### config.mk
export PLATFORM = sky130hd
export DESIGN_NAME = dmem_bridge
export DESIGN_NICKNAME = d
export VERILOG_FILES = /design/src/rtl/dmem_bridge.sv
export SDC_FILE = /design/constraint.sdc
export NUM_CORES = 1
export LEC_CHECK = 0
export ABC_AREA = 1
export BUFFER_PORTS_ARGS = -buffer_cell sky130_fd_sc_hd__buf_2
export CORE_ASPECT_RATIO = 0.6
export CORE_MARGIN = 2
export CORE_UTILIZATION = 35
export DETAILED_ROUTE_END_ITERATION = 8
export HOLD_SLACK_MARGIN = 0.15
export PLACE_DENSITY = 0.67
export SLEW_MARGIN = 20
export SYNTH_ARGS = -nofsm -noshare
export SYNTH_HDL_FRONTEND = slang
export SYNTH_SLANG_ARGS = --single-unit
### constraint.sdc
create_clock -name clk -period 1.4 [get_ports clk]
set_input_delay 0.28 -clock clk [delete_from_list [all_inputs] [get_ports clk]]
set_output_delay 0.28 -clock clk [all_outputs]
set_load 0.005 [all_outputs]
### src/rtl/dmem_bridge.sv
// dmem_bridge: M-stage data-memory bridge between the pipeline and a simple
// req/ack memory bus. It decodes loads and stores, flags misaligned
// accesses, stalls the pipeline while an access is in flight, and returns
// sign- or zero-extended load data.
// Optional feature: define DMEM_TIMEOUT_EN to add an ack watchdog. When it
// expires, the access is abandoned and bus_err pulses for one cycle.
`timescale 1ns/1ps

module dmem_bridge #(
    parameter int unsigned TIMEOUT_CYCLES = 255
) (
    input  logic        clk,
    input  logic        rst,
    input  logic [2:0]  dm_rd_ctrl,
    input  logic [1:0]  dm_wr_ctrl,
    input  logic [31:0] addr,
    input  logic [31:0] wdata,
    output logic [31:0] rdata,
    output logic        stall_mem,
    output logic        adel,
    output logic        ades,
    output logic        bus_req,
    output logic        bus_we,
    output logic [3:0]  bus_be,
    output logic [31:0] bus_addr,
    output logic [31:0] bus_wdata,
    input  logic [31:0] bus_rdata,
    input  logic        bus_ack,
    output logic        bus_err
);

    typedef enum logic [2:0] {
        RD_NONE = 3'b000,
        RD_LW   = 3'b001,
        RD_LH   = 3'b010,
        RD_LHU  = 3'b011,
        RD_LB   = 3'b100,
        RD_LBU  = 3'b101
    } rd_op_e;

    typedef enum logic [1:0] {
        WR_NONE = 2'b00,
        WR_SW   = 2'b01,
        WR_SH   = 2'b10,
        WR_SB   = 2'b11
    } wr_op_e;

    typedef enum logic [1:0] {
        IDLE = 2'b00,
        BUSY = 2'b01,
        DONE = 2'b10
    } state_e;

    // The watchdog limit must fit the 8-bit counter and be nonzero.
    if (TIMEOUT_CYCLES == 0 || TIMEOUT_CYCLES > 255) begin : g_bad_timeout
        $error("dmem_bridge: TIMEOUT_CYCLES must be in 1..255");
    end

    state_e      state;
    logic        is_load;
    logic        is_store;
    logic        misaligned;
    logic        op_go;
    logic [3:0]  be_next;
    logic [31:0] wdata_next;

    // Captured at the start of the access so that the load result can be
    // formed from the request that was issued.
    logic        ld_pend;
    logic [2:0]  ld_op;
    logic [1:0]  ld_off;

`ifdef DMEM_TIMEOUT_EN
    localparam logic [7:0] TIMEOUT_LIMIT = 8'(TIMEOUT_CYCLES);
    logic [7:0]  wd_cnt;
`else
    assign bus_err = 1'b0;
`endif

    // Pick the right lane of the bus word and extend it to 32 bits.
    function automatic logic [31:0] load_extend(input logic [2:0]  op,
                                                input logic [1:0]  off,
                                                input logic [31:0] d);
        logic [7:0]  b;
        logic [15:0] h;
        b = d[{off, 3'b000} +: 8];
        h = off[1] ? d[31:16] : d[15:0];
        case (op)
            RD_LH:   return {{16{h[15]}}, h};
            RD_LHU:  return {16'h0000, h};
            RD_LB:   return {{24{b[7]}}, b};
            RD_LBU:  return {24'h00_0000, b};
            default: return d;
        endcase
    endfunction

    // Decode the op: a store takes priority and hides any load.
    always_comb begin
        // NOTE: every output of this block gets a default first, so no path
        // leaves a signal unassigned and no latch is inferred.
        is_load    = 1'b0;
        is_store   = 1'b0;
        misaligned = 1'b0;
        be_next    = 4'b1111;
        wdata_next = wdata;
        case (dm_wr_ctrl)
            WR_SW: begin
                is_store   = 1'b1;
                misaligned = (addr[1:0] != 2'b00);
            end
            WR_SH: begin
                is_store   = 1'b1;
                misaligned = addr[0];
                be_next    = addr[1] ? 4'b1100 : 4'b0011;
                wdata_next = {2{wdata[15:0]}};
            end
            WR_SB: begin
                is_store   = 1'b1;
                be_next    = 4'b0001 << addr[1:0];
                wdata_next = {4{wdata[7:0]}};
            end
            default: begin
                case (dm_rd_ctrl)
                    RD_LW: begin
                        is_load    = 1'b1;
                        misaligned = (addr[1:0] != 2'b00);
                    end
                    RD_LH, RD_LHU: begin
                        is_load    = 1'b1;
                        misaligned = addr[0];
                    end
                    RD_LB, RD_LBU: is_load = 1'b1;
                    default: ;
                endcase
            end
        endcase
    end

    assign adel      = is_load & misaligned;
    assign ades      = is_store & misaligned;
    assign op_go     = (is_load | is_store) & ~misaligned;
    // DONE drops the stall so that the pipeline advances on the next edge.
    assign stall_mem = op_go & (state != DONE);

    // Access FSM: issue in IDLE, wait for ack in BUSY, release in DONE.
    always_ff @(posedge clk or negedge rst) begin
        if (!rst) begin
            state     <= IDLE;
            rdata     <= 32'h0;
            bus_req   <= 1'b0;
            bus_we    <= 1'b0;
            bus_be    <= 4'b0000;
            bus_addr  <= 32'h0;
            bus_wdata <= 32'h0;
            ld_pend   <= 1'b0;
            ld_op     <= 3'b000;
            ld_off    <= 2'b00;
`ifdef DMEM_TIMEOUT_EN
            bus_err   <= 1'b0;
            wd_cnt    <= 8'h00;
`endif
        end else begin
`ifdef DMEM_TIMEOUT_EN
            bus_err <= 1'b0;
`endif
            case (state)
                IDLE: begin
                    if (op_go) begin
                        // NOTE: state uses non-blocking assignments, so every
                        // register updates from values sampled before the edge.
                        state     <= BUSY;
                        bus_req   <= 1'b1;
                        bus_we    <= is_store;
                        bus_be    <= be_next;
                        bus_addr  <= {addr[31:2], 2'b00};
                        bus_wdata <= wdata_next;
                        ld_pend   <= is_load;
                        ld_op     <= dm_rd_ctrl;
                        ld_off    <= addr[1:0];
`ifdef DMEM_TIMEOUT_EN
                        wd_cnt    <= 8'h00;
`endif
                    end
                end
                BUSY: begin
                    if (bus_ack) begin
                        state   <= DONE;
                        bus_req <= 1'b0;
                        if (ld_pend) begin
                            rdata <= load_extend(ld_op, ld_off, bus_rdata);
                        end
                    end
`ifdef DMEM_TIMEOUT_EN
                    else if (wd_cnt + 8'd1 == TIMEOUT_LIMIT) begin
                        state   <= DONE;
                        bus_req <= 1'b0;
                        bus_err <= 1'b1;
                        if (ld_pend) begin
                            rdata <= 32'h0;
                        end
                    end else begin
                        wd_cnt <= wd_cnt + 8'd1;
                    end
`endif
                end
                DONE:    state <= IDLE;
                default: state <= IDLE;
            endcase
        end
    end

endmodule

Word-level counts from Yosys, hierarchy flattened
Index checks and enable logic that the tools add are counted.
- mux-type cells: 16
- bitwise logic cells: 6
- reduce and logical (&&, ||, !) cells: 10
- eq/ne operators: 16
- shift-type cells: 2
- operators by type and width (kind ; number):
    $pmux 32 s4 ; 1
    $pmux 32 s2 ; 1
    $shiftx 32x6->8 ; 1
    $mux 16 ; 1
    $eq 3x2->1 const B ; 4
    $eq 3x3->1 const B ; 4
    $pmux 4 s2 ; 1
    $ne 2x2->1 const B ; 3
    $reduce_and 3->1 ; 2
    $mux 1 ; 5
    $reduce_or 5->1 ; 1
    $and 1x1->1 ; 4
    $eq 2x1->1 const B ; 2
    $eq 2x2->1 const B ; 2
    $mux 2 ; 2
    $mux 4 ; 1
    $pmux 1 s2 ; 2
    $pmux 2 s2 ; 1
    $reduce_and 2->1 ; 2
    $reduce_bool 2->1 ; 2
    $shl 1x2->4 const A ; 1
    $eq 3x1->1 const B ; 1
    $pmux 1 s3 ; 1
    $reduce_or 3->1 ; 1
    4 further kinds ; 4
- output and inout port bits: 106
- bits of input ports: 104
- register bits: 108

Longest topological paths before layout
Gate-level depths: netlist of the first run.
- depth in word-level cells: 8
- gate-level depth with buffers: 11
- depth with buffers taken out: 10

Worst setup path after synthesis of the first run
OpenSTA, ideal clock, no wires.
- path type: input-to-output
- start: input port dm_wr_ctrl[0]
- end: output port stall_mem
- path slack: -67 ps
- arrival time: 1187 ps
- stages on the path: 6
- required time: 1120 ps
- cells stage by stage: clkbuf_2 nor2_2 nand4_1 buf_4 buf_2 o211a_1
- cells in the longest elaborated chain, start to end: 6
- RTL lines (what ; RTL line ; RTL):
    start, declared ; 15 ; input logic [1:0] dm_wr_ctrl,
    $eq 2x2->1 or $eq 2x1->1 (tied branches) ; 106 ; case (dm_wr_ctrl)
    $reduce_or 3->1 (no line) ; - ;
    $mux 1 ; 106 ;
    $or 1x1->1 ; 141 ; assign op_go = (is_load | is_store) & ~misaligned;
    $and 1x1->1 * ; 141 ;
    $and 1x1->1 * ; 143 ; assign stall_mem = op_go & (state != DONE);
    end, declared ; 19 ; output logic stall_mem,
Mark *: on every way between the ends. The rest lies on a longest branch, timed or not.

Final worst setup path of the first run
- start: register state[0]
- end: output port stall_mem
- cells in the longest elaborated chain, start to end: 2
- RTL lines (what ; RTL line ; RTL):
    start, declared ; 59 ; state_e state;
    start signal, assigned ; 148 ; state <= IDLE;
    start signal, assigned ; 171 ; state <= BUSY;
    start signal, assigned ; 187 ; state <= DONE;
    $ne 2x2->1 ; 143 ;
    $and 1x1->1 ; 143 ;
No other way between the ends.

==> key figures, run 1 <==
Critical path
  • Worst r2r dst: bus_wdata[14]$_DFFE_PN0P_
  • Slowest stage delay, CP: between 0.4 and 0.5 ns
  • R2R depth: 6
  • Crit path arrival time: ~1.2 ns
  • Crit path capture: stall_mem
  • Flop2flop setup slack: -0.07 ns
  • Worst Setup End Kind: output pin
  • Crit. path cell count: 2
  • Critical Path Slowest Stage Cell: dfrtp_2
  • Largest delay share family, worst path: flip-flops
  • Crit Path Max Fanout: 3
  • R2r startpoint: state[0]$_DFFE_PN0P_
  • Worst setup SP type: flop
  • Crit-path cells: o211a_4 > buf_6
  • Worst EP required: around 1.1 ns
  • Critical path buffers and inverters: 1
  • Crit path kind: flop to output pin
  • Setup crit start: state[0]$_DFFE_PN0P_

Global routing
  • M1 GR Usage: approximately a third
  • Number of global-route vias before repair: about 5700
  • Total gr overflow: 0
  • GR Util met3: under 10%
  • GR Util All Layers: 21.1%
  • Initial antenna violation count: 1
  • GR peak layer: met1
  • GRT met2 Usage: 30.4%
  • First-pass GRT wire length: a little under 30000 um
  • Largest net degree at the start of global routing: 60

Logic synthesis
  • Compound-Gate Fraction of Synth Area: under 10%
  • Simple-Gate Fraction of Synth Area: between 30% and 40%
  • Xor and xnor area share after synthesis: 0%
  • Synth warn: 0
  • Post-synthesis cell type count: 25
  • Sequential fraction of the synthesis area: 47.7%
  • Largest family of logic cells by synthesized area: simple AND/OR/NAND/NOR gates
  • Syn Inst Count: 776
  • Mapped cell area: between 5000 and 6000 um^2
  • Avg Inst Size Synth: 7.30 um^2
  • Post-synthesis mux area share: 0%
  • Area contributors post-synth: dfrtp_1, nand2_1, nand4_1, inv_1, o21ai_0
  • Area share of the largest cell type after synthesis: between 40 and 50%
  • Adder-cell share of the synthesized area: 0%
  • Post-synth top area cell: dfrtp_1
  • Synthesized flop and latch total: about 110

Clocking
  • CTS Sinks: about 110
  • H-tree Lvls: 3
  • Reg clk slew, reported paths: around 0.08 ns
  • Total CTS buffers: 9
  • Max clock buf depth: 2
  • Clock latency at the later pin of the worst-skew pair: 0.35 ns
  • CTS tree: yes
  • Clk root buf: clkbuf_16

STA
  • Final worst slack: -0.0780 ns
  • RSZ-0062 raised after global routing: true
  • Fmax: between 600 and 700 MHz
  • Clock skew: approximately 0.012 ns
  • Part of the cycle the worst path needs: 106%
  • Period minus WS final: approximately 1.5 ns
  • Final setup TNS: -1.19 ns
  • Final Hold Viols: 0
  • Final slew viol count: 0
  • Final setup fails: slightly below 70

Floorplan
  • Die Y: 103 um
  • IO Pins: 210
  • Die span in x: roughly 170 um
  • Core area: 15600 um^2
  • Placement Rows: 35
  • Area of the die: 17300 um^2
  • Initial core utilization: 36.3%

Place
  • Post-Place Worst Slack: -0.175 ns
  • Port-buffer cells: 206
  • Hpwl dp: 13400 um
  • Routability congestion estimate: approximately 0.9

Pwr
  • Maximum vdd drop: ~1100 uV
  • P_leak: around 4.6 nW
  • Power per Cell Area: 1980 nW/um^2
  • Tot Pwr: around 0.016 W

Min path
  • Hold Path Class: input pin to flop
  • Number of cells on the worst hold path: 3

Flow run
  • Max cap viols: 0

Routing
  • Router iterations before antenna repair: 5
  • DRT iter0 DRCs: between 400 and 500
  • DR WL/cell: roughly 16 um
  • Final ANT Viol Nets: 0
  • Vias per cell: 4.97
  • Final WL: around 20000 um
  • Routed via count: a little over 6000
  • # DRC: 0

Finish
  • Filler cell count: ~1500
  • ANT cells: 0
  • Nets: 1135
  • Reg area: about 2700 um^2
  • Layout cell share with drive strength beyond 1: between 30% and 40%
  • Multi-input logic area: 2640 um^2
  • Layout area overhead: 45.8%

Outcome
  • Status: finished with violations
  • Violated checks: negative setup slack
[power breakdown]
part           internal, W  switching (W)
sequential         0.00465       0.000966
combinational      0.00373        0.00431
clock              0.00142        0.00129
[timing repair]
item                                   4_1_cts  5_1_grt
setup endpoints to repair                   18       91
buffers inserted                             6       13
pin swaps                                    6       25
gates resized for setup                     12      102
cloned                                       0       12
endpoints found under the hold margin       23        0
hold buffers                                 2        0
[metrics by stage]
step | hold WS (ns) | utilization [%] | cells | area [um^2]
2_1_floorplan | -0.0156 | - | 778 | 5680
3_3_place_gp | 0.220 | 46.6 | 1190 | 7270
3_5_place_dp | 0.217 | 46.6 | 1190 | 7270
4_1_cts | 0.153 | 49.3 | 1214 | 7680
5_1_grt | 0.161 | 53.0 | 1239 | 8260
6_report | 0.168 | 53.0 | 1239 | 8260
[layout make-up]
| class | instances | share of cell area [%] |
|---|---|---|
| clock buffers | 9 | 2.73 |
| clock inverters | 7 | 0.999 |
| inverters | 71 | 3.29 |
| multi-input cells | 544 | 31.9 |
| flip-flops and latches | 108 | 32.7 |
| well taps | 203 | 3.07 |
| repair buffers | 297 | 25.2 |
[logic make-up after synthesis]
logic type             Yosys count
AO/OA/AOI/OAI                   56
other                            1
AND/OR/NAND/NOR                485
buffers and inverters          126
flip-flops                     108
[how the worst min path moves through the flow]
| stage | startpoint | slack, ns | endpoint |
|---|---|---|---|
| 2_1_floorplan | rst | -0.02 | bus_addr[10]$_DFFE_PN0P_ |
| 3_3_place_gp | rst | 0.22 | bus_wdata[12]$_DFFE_PN0P_ |
| 3_5_place_dp | rst | 0.22 | bus_req$_DFFE_PN0P_ |
| 4_1_cts | addr[25] | 0.15 | bus_addr[25]$_DFFE_PN0P_ |
| 5_1_grt | addr[21] | 0.16 | bus_addr[21]$_DFFE_PN0P_ |
| 6_report | addr[25] | 0.17 | bus_addr[25]$_DFFE_PN0P_ |
[layout by cell type (no fill, tap or decap), drive strengths merged]
master,netlist,routed
a21oi,12,12
a31oi,7,7
buf,32,287
bufinv,0,1
clkbuf,23,17
clkinv,1,2
clkinvlp,0,3
conb,1,3
dfrtp,108,108
dlygate4sd3,0,2
inv,70,72
nand2,313,313
nand3,29,29
nand3b,8,8
nand4,74,74
nor2,45,45
o211a,1,1
o21ai,36,36
or2,16,16
[per-layer routing]
layer | part of all wire (%) | wire [um]
met1 | 48 | 9560
met2 | 42 | 8320
met4 | 0.99 | 199
met5 | 0.035 | 7
met3 | 9.6 | 1930
[synth_stat cells]
cell / n
nand2_1: 311
conb_1: 1
inv_2: 2
nand3_2: 1
nand2_2: 2
a31oi_1: 7
o21ai_1: 3
nand3_1: 28
or2_2: 16
clkbuf_2: 1
nand4_1: 74
o211a_1: 1
nor2_2: 3
buf_4: 8
nor2_1: 42
inv_1: 68
dfrtp_1: 108
buf_2: 20
o21ai_0: 33
nand3b_1: 8
buf_1: 3
clkinv_1: 1
a21oi_1: 12
buf_6: 1
clkbuf_1: 22
[flip-flops by register name, indices dropped and copies added, names as in the netlist]
| name | flops |
|---|---|
| ld_op | 3 |
| state | 2 |
| bus_addr | 30 |
| bus_be | 4 |
| rdata | 32 |
| bus_req | 1 |
| ld_off | 2 |
| bus_wdata | 32 |
| ld_pend | 1 |
| bus_we | 1 |
[worst register-to-register path: stages, from the launching register on]
cell,delay (ns)
dfrtp_2,0.45
buf_4,0.16
nor2_4,0.18
buf_4,0.19
buf_12,0.15
nand4_1,0.17
nand2_1,0.11
Power figures use the tool's default switching activity.
==> inputs of run 2 (changes only) <==
- REMOVE_ABC_BUFFERS: not set -> 1
==> run 2 against run 1 <==
Net effect:
- the flow still finishes with violations (negative setup slack)
- power down 5.9%
- non-clock buffer count down 33
- wire length down 8.6%
- sequential share of layout area up 1.9 points
- clock power about the same
- cell area down 5.5%
- critical path type is now input pin to output pin
- critical endpoint unchanged
==> key figures, run 2 (synthesis results as in run 1) <==
STA
  • Final worst slack: -0.0242 ns (was -0.0780 ns)
  • Clock skew: 0.00687 ns (was 0.0118 ns)
  • Part of the cycle the worst path needs: 102% (was 106%)
  • Final setup fails: 1 (was 68)
  • Fmax: 702 MHz (was 677 MHz)
  • Final slew viol count: 0 (unchanged)
  • RSZ-0062 raised after global routing: true (unchanged)
  • Worst hold slack: 0.162 ns (was 0.168 ns)
  • Final setup TNS: -0.0242 ns (was -1.19 ns)
  • Period minus WS final: 1.42 ns (was 1.48 ns)
  • Final Hold Viols: 0 (unchanged)

Clocking
  • Total CTS buffers: 9 (unchanged)
  • Max clock buf depth: 2 (unchanged)
  • Reg clk slew, reported paths: 0.07 ns (was 0.08 ns)
  • CTS tree: yes (unchanged)
  • Clk root buf: clkbuf_16 (unchanged)
  • H-tree Lvls: 3 (unchanged)
  • Clock latency at the later pin of the worst-skew pair: 0.34 ns (was 0.35 ns)
  • CTS Sinks: 108 (unchanged)

Finish
  • Most common cell after layout, fill and taps aside: nand2_1 (unchanged)
  • Filler cell count: 1551 (was 1506)
  • Biggest regs: bus_wdata (32), rdata (32), bus_addr (30) (unchanged)
  • Nets: 1102 (was 1135)
  • Commonest cells after routing, fill and taps aside: nand2_1, buf_2, dfrtp_1, nand4_1, inv_1 (was nand2_1, buf_2, dfrtp_1, nand4_1, buf_4)
  • Layout cell share with drive strength beyond 1: 32.7% (was 37.4%)
  • Layout area overhead: 37.8% (was 45.8%)

Critical path
  • Most frequent CP cell: buf_6
  • Worst EP required: 1.12 ns (about the same)
  • Crit path kind: input pin to output pin (was flop to output pin)
  • Crit path arrival time: 1.14 ns (was 1.20 ns)
  • Crit. path cell count: 9 (was 2)
  • Worst Setup End Kind: output pin (unchanged)
  • R2R depth: 7 (was 6)
  • Largest delay share family, worst path: buffers and inverters (was flip-flops)
  • Slowest stage delay, CP: 0.14 ns (was 0.45 ns)
  • Crit Path Max Fanout: 5 (was 3)
  • Critical Path Slowest Stage Cell: o211a_1 (was dfrtp_2)
  • Crit-path cells: buf_6 > nor2_4 > nand2_1 > inv_2 > nand2_2 > nand2_4 > buf_6 > o211a_1 > buf_2 (was o211a_4 > buf_6)
  • Critical path buffers and inverters: 4 (was 1)
  • Setup crit start: dm_wr_ctrl[1] (was state[0]$_DFFE_PN0P_)
  • Flop2flop setup slack: 0.01 ns (was -0.07 ns)
  • R2r startpoint: state[0]$_DFFE_PN0P_ (unchanged)
  • Crit path capture: stall_mem (unchanged)
  • Worst setup SP type: input pin (was flop)
  • Worst r2r dst: rdata[23]$_DFFE_PN0P_ (was bus_wdata[14]$_DFFE_PN0P_)

Routing
  • Vias per cell: 5.01 (was 4.97)
  • Final ANT Viol Nets: 0 (unchanged)
  • DRT iter0 DRCs: 468 (was 498)
  • DR WL/cell: 15.2 um (was 16.2 um)
  • Router iterations before antenna repair: 5 (unchanged)
  • Final WL: 18300 um (was 20000 um)
  • # DRC: 0 (unchanged)
  • Routed via count: 6028 (was 6155)

Place
  • Port-buffer cells: 206 (unchanged)
  • Hpwl dp: 12600 um (was 13400 um)
  • Routability congestion estimate: 0.854 (was 0.901)
  • Post-Place Worst Slack: -0.137 ns (was -0.175 ns)

Outcome
  • Violated checks: negative setup slack (unchanged)
  • Status: finished with violations (unchanged)

Floorplan
  • Placement Rows: 35 (unchanged)
  • Area of the die: 17300 um^2 (unchanged)
  • Die span in x: 168 um (unchanged)
  • IO Pins: 210 (unchanged)
  • Initial core utilization: 36.3% (unchanged)
  • Core area: 15600 um^2 (unchanged)
  • Die Y: 103 um (unchanged)

Global routing
  • GR Util All Layers: 20.5% (was 21.1%)
  • First-pass GRT wire length: 28100 um (was 28900 um)
  • Largest net degree at the start of global routing: 74 (was 60)
  • Total gr overflow: 0 (unchanged)
  • Initial antenna violation count: 1 (unchanged)
  • Number of global-route vias before repair: 5360 (was 5685)

Pwr
  • P_leak: 4.45 nW (was 4.62 nW)
  • Maximum vdd drop: 713 uV (was 1090 uV)
  • Power per Cell Area: 1970 nW/um^2 (was 1980 nW/um^2)
  • Tot Pwr: 0.0154 W (was 0.0164 W)

Min path
  • Hold Path Class: input pin to flop (unchanged)

Flow run
  • Max cap viols: 0 (unchanged)
==> run 2: worst reg2reg max path, cell delays in order, from the launching register on <==
cell and delay, ns:
dfrtp_1 0.43, nand2_2 0.11, nor2_4 0.06, buf_4 0.15
clkbuf_16 0.16, or2_2 0.27, nand2_1 0.08, inv_1 0.04
==> run 2: final cells by class <==
type	count	area, um^2	share of cell area (%)
multi-input cells	544	2550	32.7
repair buffers	264	1720	22.0
inverters	71	274	3.51
well taps	203	254	3.25
diodes	1	2.50	0.0321
flip-flops and latches	108	2700	34.6
clock buffers	9	225	2.88
clock inverters	4	76.3	0.978
==> run 2: through the flow <==
stage | util (%) | cells | cell area, um^2
floorplan | - | 723 | 5400
detailed placement | 46.2 | 1180 | 7200
global route | 50.1 | 1203 | 7800
global placement | 46.2 | 1180 | 7200
finish | 50.1 | 1204 | 7810
CTS | 48.5 | 1194 | 7560
==> run 2: how the worst min path moves through the flow <==
stage | slack (ns) | cells past startpoint | from | to
CTS | 0.15 | 2 | bus_ack | state[0]$_DFFE_PN0P_
global placement | 0.09 | 1 | rst | rdata[19]$_DFFE_PN0P_
finish | 0.16 | 2 | bus_ack | state[0]$_DFFE_PN0P_
floorplan | -0.02 | 0 | rst | bus_addr[10]$_DFFE_PN0P_
global route | 0.16 | 2 | bus_ack | state[0]$_DFFE_PN0P_
detailed placement | 0.09 | 1 | rst | rdata[19]$_DFFE_PN0P_
==> run 2: power by group <==
part           leakage (nW)  switching [W]  internal, W
clock network         0.144        0.00115      0.00155
logic                  3.00        0.00401      0.00317
registers              1.31       0.000888      0.00464
==> run 2: what timing repair did <==
action / CTS / global route
setup endpoints to repair: 11 / 37
cloned: 0 / 4
endpoints found under the hold margin: 108 / 0
gates resized for setup: 17 / 39
hold buffers: 1 / 0
pin swaps: 8 / 12
buffers inserted: 1 / 6
==> run 2: layer usage <==
layer / GRT usage, % / vias up / share of wire, %
li1: - / 2926 / -
met1: 31.1 / 2821 / 50
met2: 29.4 / 265 / 41
met3: 5.18 / 16 / 8.2
met4: 4.05 / 0 / 0.69
met5: 0 / - / 0
==> inputs of run 3 (changes only) <==
- SKIP_CTS_REPAIR_TIMING: not set -> 1
==> run 3 against run 2 <==
Net effect:
- the flow still finishes with violations (negative setup slack)
- clock power hardly changed
- count of clock-buffer cells in the layout stayed put
- wire length is 0.99% lower
- via count is 1.3% lower
- sequential power hardly changed
- cell count is 0.17% higher
==> key figures, run 3 (synthesis results as in run 1) <==
Outcome
  • Status: finished with violations (unchanged)
  • Violated checks: negative setup slack (unchanged)

Global routing
  • First-pass GRT wire length: 27900 um (was 28100 um)
  • Number of global-route vias before repair: 5321 (was 5360)
  • Initial antenna violation count: 1 (unchanged)
  • Total gr overflow: 0 (unchanged)
  • GR Util All Layers: 20.3% (was 20.5%)
  • Largest net degree at the start of global routing: 74 (unchanged)

Floorplan
  • Area of the die: 17300 um^2 (unchanged)
  • Die Y: 103 um (unchanged)
  • Die span in x: 168 um (unchanged)
  • Core area: 15600 um^2 (unchanged)
  • Initial core utilization: 36.3% (unchanged)
  • IO Pins: 210 (unchanged)
  • Placement Rows: 35 (unchanged)

Critical path
  • Critical Path Slowest Stage Cell: dfrtp_1 (was o211a_1)
  • R2R depth: 7 (unchanged)
  • Worst EP required: 1.12 ns (about the same)
  • Crit. path cell count: 4 (was 9)
  • Slowest stage delay, CP: 0.37 ns (was 0.14 ns)
  • Crit path capture: stall_mem (unchanged)
  • Setup crit start: state[1]$_DFFE_PN0P_ (was dm_wr_ctrl[1])
  • Worst setup SP type: flop (was input pin)
  • Crit path kind: flop to output pin (was input pin to output pin)
  • Largest delay share family, worst path: flip-flops (was buffers and inverters)
  • Worst Setup End Kind: output pin (unchanged)
  • R2r startpoint: state[0]$_DFFE_PN0P_ (unchanged)
  • Crit path arrival time: 1.21 ns (was 1.14 ns)
  • Critical path buffers and inverters: 3 (was 4)
  • Crit Path Max Fanout: 2 (was 5)
  • Flop2flop setup slack: -0.03 ns (was 0.01 ns)
  • Crit-path cells: inv_2 > buf_6 > o211a_1 > buf_2 (was buf_6 > nor2_4 > nand2_1 > inv_2 > nand2_2 > nand2_4 > buf_6 > o211a_1 > buf_2)
  • Worst r2r dst: rdata[23]$_DFFE_PN0P_ (unchanged)

Place
  • Port-buffer cells: 206 (unchanged)
  • Hpwl dp: 12600 um (unchanged)
  • Routability congestion estimate: 0.854 (unchanged)

STA
  • Period minus WS final: 1.49 ns (was 1.42 ns)
  • RSZ-0062 raised after global routing: true (unchanged)
  • Final slew viol count: 0 (unchanged)
  • Part of the cycle the worst path needs: 107% (was 102%)
  • Final Hold Viols: 0 (unchanged)
  • Final setup fails: 14 (was 1)
  • Fmax: 669 MHz (was 702 MHz)
  • Clock skew: 0.00708 ns (was 0.00687 ns)
  • Final setup TNS: -0.324 ns (was -0.0242 ns)
  • Final worst slack: -0.0945 ns (was -0.0242 ns)

Routing
  • Max layer used: met4 (unchanged)
  • Vias per cell: 4.93 (was 5.01)
  • WL met3: 1450 um (was 1500 um)
  • Router iterations before antenna repair: 5 (unchanged)
  • # DRC: 0 (unchanged)
  • DR WL/cell: 15.0 um (was 15.2 um)
  • Final ANT Viol Nets: 0 (unchanged)
  • Met2 wire len: 7570 um (was 7520 um)
  • DRT iter0 DRCs: 464 (was 468)
  • Routed via count: 5950 (was 6028)
  • Met1 wire length: 8980 um (was 9150 um)
  • Final WL: 18100 um (was 18300 um)

Pwr
  • Maximum vdd drop: 662 uV (was 713 uV)
  • Tot Pwr: 0.0155 W (was 0.0154 W)
  • Comb power frac: 46.7% (was 46.6%)
  • P_leak: 4.46 nW (was 4.45 nW)
  • Seq pwr share: 35.8% (was 35.9%)
  • Switching share of power: 39.2% (was 39.3%)
  • Internal power: 0.00941 W (was 0.00936 W)
  • Clk network pwr share: 17.5% (about the same)
  • Power per Cell Area: 1980 nW/um^2 (was 1970 nW/um^2)
  • Psw: 0.00607 W (was 0.00605 W)

Clocking
  • Total CTS buffers: 9 (unchanged)
  • Clk root buf: clkbuf_16 (unchanged)
  • Reg clk slew, reported paths: 0.07 ns (about the same)
  • H-tree Lvls: 3 (unchanged)
  • CTS Sinks: 108 (unchanged)
  • CTS tree: yes (unchanged)
  • Max clock buf depth: 2 (unchanged)
  • Clock latency at the later pin of the worst-skew pair: 0.34 ns (about the same)

Finish
  • Most common cell after layout, fill and taps aside: nand2_1 (unchanged)
  • Filler cell count: 1550 (was 1551)
  • Biggest regs: bus_wdata (32), rdata (32), bus_addr (30) (unchanged)
  • Nets: 1104 (was 1102)
  • Commonest cells after routing, fill and taps aside: nand2_1, buf_2, dfrtp_1, nand4_1, inv_1 (unchanged)
  • Layout cell share with drive strength beyond 1: 33.5% (was 32.7%)
  • Multi-input logic area: 2560 um^2 (was 2550 um^2)
  • Reg area: 2710 um^2 (was 2700 um^2)
  • Layout area overhead: 38.2% (was 37.8%)

Min path
  • Hold Path Class: input pin to flop (unchanged)

Flow run
  • Max cap viols: 0 (unchanged)
==> run 3: how the worst min path moves through the flow <==
stage / startpoint / end / slack, ns / depth (start not counted)
after global placement: rst / rdata[19]$_DFFE_PN0P_ / 0.09 / 1
after CTS: rst / rdata[19]$_DFFE_PN0P_ / -0.28 / 1
after floorplan: rst / bus_addr[10]$_DFFE_PN0P_ / -0.02 / 0
after detailed placement: rst / rdata[19]$_DFFE_PN0P_ / 0.09 / 1
final: bus_ack / state[0]$_DFFE_PN0P_ / 0.16 / 2
after global routing: bus_ack / state[0]$_DFFE_PN0P_ / 0.16 / 2
==> run 3: area by class of cell <==
class | instances | share of cell area (%)
Timing Repair Buffer | 266 | 22.1
Antenna cell | 1 | 0.0319
Sequential cell | 108 | 34.5
Tap cell | 203 | 3.24
Inverter | 71 | 3.48
Clock inverter | 4 | 0.974
Clock buffer | 9 | 2.88
Multi-Input combinational cell | 544 | 32.7
==> run 3: metal layers <==
| metal | track usage (%) | vias up |
|---|---|---|
| li1 | - | 2928 |
| met1 | 31.1 | 2769 |
| met2 | 28.9 | 244 |
| met3 | 5.14 | 9 |
| met4 | 4.05 | 0 |
| met5 | 0 | - |
==> run 3: metrics by stage <==
stage                     area (um^2)  cells  hold slack [ns]  utilization, %  setup slack (ns)
after CTS                        7500   1193           -0.279            48.1            -0.140
after global routing             7830   1205            0.158            50.2            -0.146
after floorplan                  5400    723          -0.0156               -             -3.02
after global placement           7200   1180           0.0922            46.2            -0.114
after detailed placement         7200   1180           0.0915            46.2            -0.137
final                            7830   1206            0.160            50.2           -0.0945
==> run 3: power groups by stage <==
stage	Clock (W)	Sequential (W)	Combinational, W
after floorplan	0	0.00570	0.00285
after global placement	0	0.00553	0.00662
after detailed placement	0	0.00553	0.00673
after CTS	0.00279	0.00552	0.00672
after global routing	0.00291	0.00573	0.00812
final	0.00270	0.00554	0.00723
